<file path="src/rtl/pipe_ctrl.sv">
`default_nettype none
// ============================================================================
// Module      : pipe_ctrl
// Description : Pipeline sequencing controller. Merges per-stage stall
//               requests into a shared stall vector, turns committed
//               exceptions / ERET into a one-cycle flush plus redirect PC
//               followed by a one-cycle recovery window, and maintains
//               saturating performance counters and a sticky stall watchdog.
// Revision    : 1.0 - initial release
// ============================================================================
module pipe_ctrl #(
  parameter logic [31:0] VEC_BASE  = 32'h0000_0020,
  parameter logic [31:0] ERET_CODE = 32'h0000_000e,
  parameter int unsigned TIMEOUT   = 1024,
  parameter int unsigned CNT_W     = 32
) (
  input  logic             clk,
  input  logic             rst,
  input  logic             stallreq_if,
  input  logic             stallreq_id,
  input  logic             stallreq_ex,
  input  logic             stallreq_mem,
  input  logic [31:0]      excepttype_i,
  input  logic [31:0]      cp0_epc_i,
  output logic [5:0]       stall,
  output logic             flush,
  output logic [31:0]      new_pc,
  output logic [CNT_W-1:0] stall_cnt,
  output logic [CNT_W-1:0] bubble_cnt,
  output logic [CNT_W-1:0] flush_cnt,
  output logic             timeout_o
);

  // run_len only needs to reach TIMEOUT, where it saturates.
  localparam int unsigned    RUN_W   = $clog2(TIMEOUT + 1);
  localparam logic [RUN_W-1:0] RUN_MAX = RUN_W'(TIMEOUT);

  typedef enum logic [0:0] {
    ST_RUN     = 1'b0,
    ST_RECOVER = 1'b1
  } state_t;

  state_t           state_q, state_d;
  logic [5:0]       req_stall;
  logic [CNT_W-1:0] stall_cnt_q, stall_cnt_d;
  logic [CNT_W-1:0] bubble_cnt_q, bubble_cnt_d;
  logic [CNT_W-1:0] flush_cnt_q, flush_cnt_d;
  logic [RUN_W-1:0] run_len_q, run_len_d;
  logic             timeout_q, timeout_d;

  // Priority-encode stall requests; the deepest requesting stage wins.
  always_comb begin
    req_stall = 6'b000000;
    if (stallreq_mem) begin
      req_stall = 6'b011111;
    end else if (stallreq_ex) begin
      req_stall = 6'b001111;
    end else if (stallreq_id) begin
      req_stall = 6'b000111;
    end else if (stallreq_if) begin
      req_stall = 6'b000111;
    end
  end

  // FSM next state and combinational pipeline controls; reset masks outputs.
  always_comb begin
    state_d = state_q;
    stall   = 6'b000000;
    flush   = 1'b0;
    new_pc  = 32'h0000_0000;
    if (rst) begin
      state_d = ST_RUN;
    end else begin
      case (state_q)
        ST_RUN: begin
          if (excepttype_i != 32'h0000_0000) begin
            // Flush overrides any stall request in the same cycle.
            flush   = 1'b1;
            new_pc  = (excepttype_i == ERET_CODE) ? cp0_epc_i : VEC_BASE;
            state_d = ST_RECOVER;
          end else begin
            stall = req_stall;
          end
        end
        ST_RECOVER: begin
          // Exceptions and stall requests are ignored for this one cycle.
          state_d = ST_RUN;
        end
        default: begin
          state_d = ST_RUN;
        end
      endcase
    end
  end

  // Saturating counters and watchdog next-state values.
  always_comb begin
    stall_cnt_d  = stall_cnt_q;
    bubble_cnt_d = bubble_cnt_q;
    flush_cnt_d  = flush_cnt_q;
    run_len_d    = run_len_q;

    if (stall[0] && (stall_cnt_q != {CNT_W{1'b1}})) begin
      stall_cnt_d = stall_cnt_q + CNT_W'(1);
    end
    // A NOP enters EX when ID/EX holds but EX/MEM advances.
    if (stall[2] && !stall[3] && (bubble_cnt_q != {CNT_W{1'b1}})) begin
      bubble_cnt_d = bubble_cnt_q + CNT_W'(1);
    end
    if (flush && (flush_cnt_q != {CNT_W{1'b1}})) begin
      flush_cnt_d = flush_cnt_q + CNT_W'(1);
    end

    if (stall[0]) begin
      if (run_len_q != RUN_MAX) begin
        run_len_d = run_len_q + RUN_W'(1);
      end
    end else begin
      run_len_d = '0;
    end

    // Sticky: rises on the edge completing the TIMEOUT-th stalled cycle.
    timeout_d = timeout_q | (run_len_d == RUN_MAX);
  end

  // State and counter registers with synchronous reset.
  always_ff @(posedge clk) begin
    if (rst) begin
      state_q      <= ST_RUN;
      stall_cnt_q  <= '0;
      bubble_cnt_q <= '0;
      flush_cnt_q  <= '0;
      run_len_q    <= '0;
      timeout_q    <= 1'b0;
    end else begin
      state_q      <= state_d;
      stall_cnt_q  <= stall_cnt_d;
      bubble_cnt_q <= bubble_cnt_d;
      flush_cnt_q  <= flush_cnt_d;
      run_len_q    <= run_len_d;
      timeout_q    <= timeout_d;
    end
  end

  assign stall_cnt  = stall_cnt_q;
  assign bubble_cnt = bubble_cnt_q;
  assign flush_cnt  = flush_cnt_q;
  assign timeout_o  = timeout_q;

endmodule
`default_nettype wire

</file>
<file path="config.mk">
export PLATFORM = sky130hd
export DESIGN_NAME = pipe_ctrl
export DESIGN_NICKNAME = d
export VERILOG_FILES = /design/src/rtl/pipe_ctrl.sv
export SDC_FILE = /design/constraint.sdc
export NUM_CORES = 1
export LEC_CHECK = 0
export ABC_AREA = 1
export BUFFER_PORTS_ARGS = -buffer_cell sky130_fd_sc_hd__buf_2
export CAP_MARGIN = 20
export CORE_MARGIN = 10
export CORE_UTILIZATION = 47
export DETAILED_ROUTE_END_ITERATION = 7
export GPL_TIMING_DRIVEN = 0
export PLACE_DENSITY = 0.81
export SKIP_CTS_REPAIR_TIMING = 1
export SLEW_MARGIN = 10
export SYNTH_ARGS = -nofsm -noshare
export SYNTH_HDL_FRONTEND = slang
export SYNTH_SLANG_ARGS = --single-unit
</file>
<file path="constraint.sdc">
create_clock -name clk -period 1.6 [get_ports clk]
set_input_delay 0.32 -clock clk [delete_from_list [all_inputs] [get_ports clk]]
set_output_delay 0.32 -clock clk [all_outputs]
set_load 0.05 [all_outputs]
</file>
== After elaboration in Yosys (flattened, before gate mapping) ==
Index checks and enable logic that the tools add are counted.

* $add $sub $neg: 4
* Eq/ne operators: 6
* Muxes and demuxes: 17
* Bitwise gates (word level): 2
* Reductions and logical operators: 6

{| class="wikitable"
|+ Operators by type and width
! cell !! count
|-
| 32-bit two-way mux || 4
|-
| 32-bit by 1-bit adder with 32-bit output, second input constant || 3
|-
| 32-bit inequality test, second input constant || 3
|-
| 32-bit by 4-bit equality test with 1-bit output, second input constant || 1
|-
| 32-bit nonzero test || 1
|-
| 11-bit two-way mux || 2
|-
| 6-bit two-way mux || 3
|-
| 11-bit by 1-bit adder with 11-bit output, second input constant || 1
|-
| 11-bit equality test, second input constant || 1
|-
| 11-bit inequality test, second input constant || 1
|-
| 3-bit two-way mux || 2
|-
| 5-bit two-way mux || 1
|-
| 1-bit logical AND || 4
|-
| 4-bit two-way mux || 1
|-
| 1-bit two-way mux || 3
|-
| 1-bit one-hot mux with 2 select lines || 1
|-
| 1-bit zero test || 1
|-
| 1-bit inverter || 1
|-
| 1-bit OR || 1
|}

* Bits in registers: 109
* Bits of input ports: 70
* Output and inout bits: 136

== Longest topological paths before layout ==
* Depth in word-level cells: 10
* Mapped depth: 15
* Gate-level depth less buffers: 14

== Worst setup path after synthesis ==
OpenSTA, ideal clock, no wires.

* Path type: input port to output port
* Start: input port excepttype_i[31]
* End: output port stall[3]
* Arrival time: 2.084 ns
* Required time: 1.280 ns
* Slack: -0.804 ns
* Stages: 8
* Cell sequence: nor2_1 > nand2_1 > nor2_1 > nand2_1 > nor2_4 > buf_4 > inv_1 > nor3_1

* Longest elaborated chain between the ends: 4

{| class="wikitable"
|+ RTL lines
! what !! line !! text
|-
| from (decl) || 23 || <nowiki>input logic [31:0] excepttype_i,</nowiki>
|-
| 32-bit nonzero test || 76 || <nowiki>if (excepttype_i != 32'h0000_0000) begin</nowiki>
|-
| 6-bit two-way mux || 76 ||
|-
| 6-bit two-way mux || 74 || <nowiki>case (state_q)</nowiki>
|-
| 6-bit two-way mux || 71 || <nowiki>if (rst) begin</nowiki>
|-
| to (decl) || 25 || <nowiki>output logic [5:0] stall,</nowiki>
|}

No other way between the ends.

== Final worst setup path ==
* Start: input port excepttype_i[22]
* End: output port new_pc[20]

* Longest elaborated chain between the ends: 5
* Elaborated cells between the ends (all ways): 6
* Those cells by class: eq/ne: 1; mux: 4; reduce/logical: 1

{| class="wikitable"
|+ RTL lines
! what !! line !! text
|-
| 32-bit by 4-bit equality test with 1-bit output || 79 || <nowiki>new_pc = (excepttype_i == ERET_CODE) ? cp0_epc_i : VEC_BASE;</nowiki>
|-
| 32-bit two-way mux || 79 ||
|-
| 32-bit two-way mux * || 76 ||
|-
| 32-bit two-way mux * || 74 ||
|-
| 32-bit two-way mux * || 71 ||
|-
| to (decl) || 27 || <nowiki>output logic [31:0] new_pc,</nowiki>
|}

Mark *: on every way between the ends. The rest lies on a longest branch, timed or not.

==> results.md <==
- Setup repair after global routing missed its margin: true
- Total DRC errors in the routed layout: 0
- Pins Over Slew Limit: 0
- Data required time of the critical path: 1280 ps
- Detailed Route WL: 30100 um
- Post-synth net total: 1157
- Relative slew slack: 42.7%
- Final nets: 1451
- Die boundary height: 139 um
- Critical Path Source Type: primary input
- DRT antenna net count: 0
- CTS H-tree depth: 3
- Arrival time of the worst setup path: 1790 ps
- Clock tree from TritonCTS: done
- Number of unique standard cell types used by synthesis: 40
- Share of the clock period used by the worst path: 132%
- Post-Route Utilization: 80.8%
- Final critical-path required period: 2110 ps
- Synth area leader: sky130_fd_sc_hd__dfxtp_1
- Critical path origin: excepttype_i[22]
- Layout overhead on the synthesized area: 68.3%
- Total number of clock tree sinks: 109
- Wire per inst: 19.3 um
- Standard cell core area: 13900 um^2
- Final instance area: 11200 um^2
- Mapped cell area: 6670 um^2
- Met2 Usage GRT: 36.7%
- Number of max-capacitance violations reported: 0
- Combinational family with the most area after synthesis: simple AND/OR/NAND/NOR gates
- Initial antenna violation count: 0
- Worst setup path class: primary input to output pin
- Count of cells along the worst hold path: 4
- Number of setup violations in the final report: 133
- GP Congestion: 0.935
- Detailed-placement wirelength estimate: 17400 um
- Die Width: 139 um
- Global routing's busiest layer: met2
- Number of warnings issued by yosys: 0
- Area of placed instances: 8820 um^2
- Min-delay src: rst
- Leakage component of the power: 4.81 nW
- Final clock skew: 9.80 ps
- Top FF cell, synth: sky130_fd_sc_hd__dfxtp_1
- Maximum buffer depth of the clock tree: 2
- Area share of the largest cell type after synthesis: 32.7%
- Crit Path Max Fanout: 7
- Overall via count from detail_route: 8719
- Maximum frequency from static timing analysis: 0.475 GHz
- Path type of the worst min-delay path: primary input to flip-flop
- Die Footprint: 19300 um^2
- Adder-cell share of the synthesized area: 0.938%
- Kind of end point of the critical path: output pin
- Remaining global-route overflow: 0
- Simple-gate area share of the yosys netlist: 44.5%
- Via density per instance: 5.59
- Seq cells post-synth: 109
- Number of global-route vias before repair: 7082
- Total track usage: 22.1%
- Setup Total Neg Slack: -43390 ps
- Std-Cell Rows: 43
- Endpoint of the worst register-to-register path: flush_cnt[16]
- Global-route wire length before repair: 36000 um
- Layout cells sized above 1: 49.7%
- Endpoint of the worst hold path: state_q
- Total I/O pin count: 206
- Measured slew at the worst slew-check pin: 859 ps
- Final Hold Fails: 0
- Mux contribution to synthesized area: 0%
- Clock buffer count from CTS: 9
- Clock-pin slew on the worst setup and hold paths: 70 ps
- Worst-case setup margin in the final layout: -506 ps
- Master cell of the clock root buffer: sky130_fd_sc_hd__clkbuf_16
- R2R Setup Slk: -500 ps
- Starting density of the core: 48.0%
- Total of fill cells in the finished design: 842
- Post-route total power: 5.80 mW
- Count of flip-flops with a built-in enable after synthesis: 0
- Result of the run: finished with violations
- Failing checks: negative setup slack
- Pwr Density: 517 nW/um^2
- Worst-skew pair later-pin latency: 370 ps
- Average instance area after synthesis: 6.16 um^2
- Share of the synthesized area in compound gates (AO/OA/AOI/OAI): 7.26%
- Number of standard cells after synthesis: 1082
- Inserted Diodes: 0
- Port buffer count: 204
- Xor/xnor share of the synthesized area: 4.07%
- Async set or reset register ratio after synthesis: 0%
- Maximum VDD drop: 584 uV
- Cells taking the most area after synthesis: sky130_fd_sc_hd__dfxtp_1, sky130_fd_sc_hd__nand2_1, sky130_fd_sc_hd__nor2_1, sky130_fd_sc_hd__inv_1, sky130_fd_sc_hd__nand3_1
- Routing usage on met1: 27.7%
- Largest net degree at the start of global routing: 18
- Detailed Routing Iterations Pass 1: 8
- Portion of the post-synthesis area used by sequential elements: 32.7%
- Global routing met3 resource utilization: 5.65%
- Startpoint of the worst register-to-register path: flush_cnt[1]
- Cells on worst reg2reg path: 12
- Initial DRC Count: 764
[placed cells by master, fill, tap and decap left out, types with 10 or more instances in the layout]
cell type	netlist	layout
sky130_fd_sc_hd__nor3_4	1	12
sky130_fd_sc_hd__o21ai_1	4	13
sky130_fd_sc_hd__dfxtp_4	0	50
sky130_fd_sc_hd__a21oi_2	1	22
sky130_fd_sc_hd__nor2_2	3	21
sky130_fd_sc_hd__nand3_2	2	19
sky130_fd_sc_hd__nor3_2	9	17
sky130_fd_sc_hd__nor2_4	6	65
sky130_fd_sc_hd__xor2_1	21	21
sky130_fd_sc_hd__clkbuf_16	0	14
sky130_fd_sc_hd__buf_4	7	58
sky130_fd_sc_hd__a21oi_1	52	30
sky130_fd_sc_hd__buf_8	0	42
sky130_fd_sc_hd__nand2_2	4	50
sky130_fd_sc_hd__dfxtp_2	0	38
sky130_fd_sc_hd__xnor2_1	10	10
sky130_fd_sc_hd__nand3_1	70	49
sky130_fd_sc_hd__nand2_1	284	205
sky130_fd_sc_hd__inv_1	140	127
sky130_fd_sc_hd__buf_6	2	28
sky130_fd_sc_hd__nand4_1	35	35
sky130_fd_sc_hd__buf_2	3	162
sky130_fd_sc_hd__nor3_1	38	19
sky130_fd_sc_hd__nand2_4	1	32
sky130_fd_sc_hd__nor2_1	200	123
sky130_fd_sc_hd__dfxtp_1	109	21
[synthesized netlist by cell type (2+ instances only)]
master / number
sky130_fd_sc_hd__nor2_4: 6
sky130_fd_sc_hd__nor2_1: 200
sky130_fd_sc_hd__buf_4: 7
sky130_fd_sc_hd__nand4_1: 35
sky130_fd_sc_hd__o21ai_0: 25
sky130_fd_sc_hd__o21bai_1: 2
sky130_fd_sc_hd__and3_1: 2
sky130_fd_sc_hd__nor4_1: 6
sky130_fd_sc_hd__ha_1: 5
sky130_fd_sc_hd__buf_2: 3
sky130_fd_sc_hd__nand2_1: 284
sky130_fd_sc_hd__o21a_1: 5
sky130_fd_sc_hd__inv_2: 4
sky130_fd_sc_hd__a21oi_1: 52
sky130_fd_sc_hd__nor3_1: 38
sky130_fd_sc_hd__nand3_1: 70
sky130_fd_sc_hd__nor3_2: 9
sky130_fd_sc_hd__xnor2_1: 10
sky130_fd_sc_hd__buf_1: 2
sky130_fd_sc_hd__nor2_2: 3
sky130_fd_sc_hd__xor2_1: 21
sky130_fd_sc_hd__dfxtp_1: 109
sky130_fd_sc_hd__o21ai_1: 4
sky130_fd_sc_hd__clkbuf_1: 16
sky130_fd_sc_hd__nand2_2: 4
sky130_fd_sc_hd__inv_1: 140
sky130_fd_sc_hd__buf_6: 2
sky130_fd_sc_hd__nand3_2: 2
sky130_fd_sc_hd__nand3b_1: 5
[through the flow]
| stage | hold WS (ps) | cells | setup WS, ps |
|---|---|---|---|
| after floorplan | 495 | 1082 | -244 |
| after global placement | 437 | 1466 | -558 |
| after detailed placement | 445 | 1466 | -613 |
| after CTS | 452 | 1482 | -803 |
| after global routing | 386 | 1561 | -583 |
| final | 371 | 1561 | -506 |
[final cells by class]
cell class | instances | area [um^2] | share of cell area, %
Timing Repair Buffer | 283 | 2180 | 19.4
Clock inverter | 6 | 109 | 0.970
Clock buffer | 10 | 229 | 2.04
Multi-Input combinational cell | 800 | 5170 | 46.1
Tap cell | 180 | 225 | 2.01
Inverter | 144 | 576 | 5.13
Buffer | 29 | 314 | 2.80
Sequential cell | 109 | 2420 | 21.5
[sequential cells by signal, indices dropped and copies added, names as in the netlist]
register and flops:
timeout_o 1, stall_cnt 32, bubble_cnt 32, state_q 1
flush_cnt 32, run_len_q 11
[kinds of logic after synthesis]
group,Yosys count
and+or+nand+nor,671
buffers and inverters,174
DFF,109
AOI/OAI and AO/OA,91
xor gates and xnor gates,31
adders and majority gates,5
other,1
[worst max path at each step]
stage               depth (start not counted)       endpoint
floorplan                                  11   flush_cnt[4]
global placement                           14  bubble_cnt[3]
detailed placement                         14  bubble_cnt[3]
CTS                                         7     new_pc[18]
global route                               12  flush_cnt[16]
finish                                     12     new_pc[20]
[power by group]
group | internal [mW] | switching (mW) | leakage [nW]
combinational | 0.206 | 0.332 | 3.71
sequential | 2.63 | 0.0107 | 0.938
clock | 1.53 | 1.08 | 0.167
total | 4.37 | 1.43 | 4.81
[metal layers]
metal  wire (um)  up-vias
li1            -     4018
met1       11200     4008
met2       15000      549
met3        2330      144
met4        1570        0
met5           0        -
[worst max-delay path, cell delays in order]
cell,delay (ps)
sky130_fd_sc_hd__buf_2,120
sky130_fd_sc_hd__nor2_4,70
sky130_fd_sc_hd__nand2_1,60
sky130_fd_sc_hd__nor2_1,160
sky130_fd_sc_hd__nand2_2,120
sky130_fd_sc_hd__inv_1,90
sky130_fd_sc_hd__nand2_2,80
sky130_fd_sc_hd__clkinv_4,150
sky130_fd_sc_hd__buf_8,150
sky130_fd_sc_hd__nand2_2,100
sky130_fd_sc_hd__nor2_4,180
sky130_fd_sc_hd__buf_8,170
No activity file was read; power rests on OpenSTA's default activity.
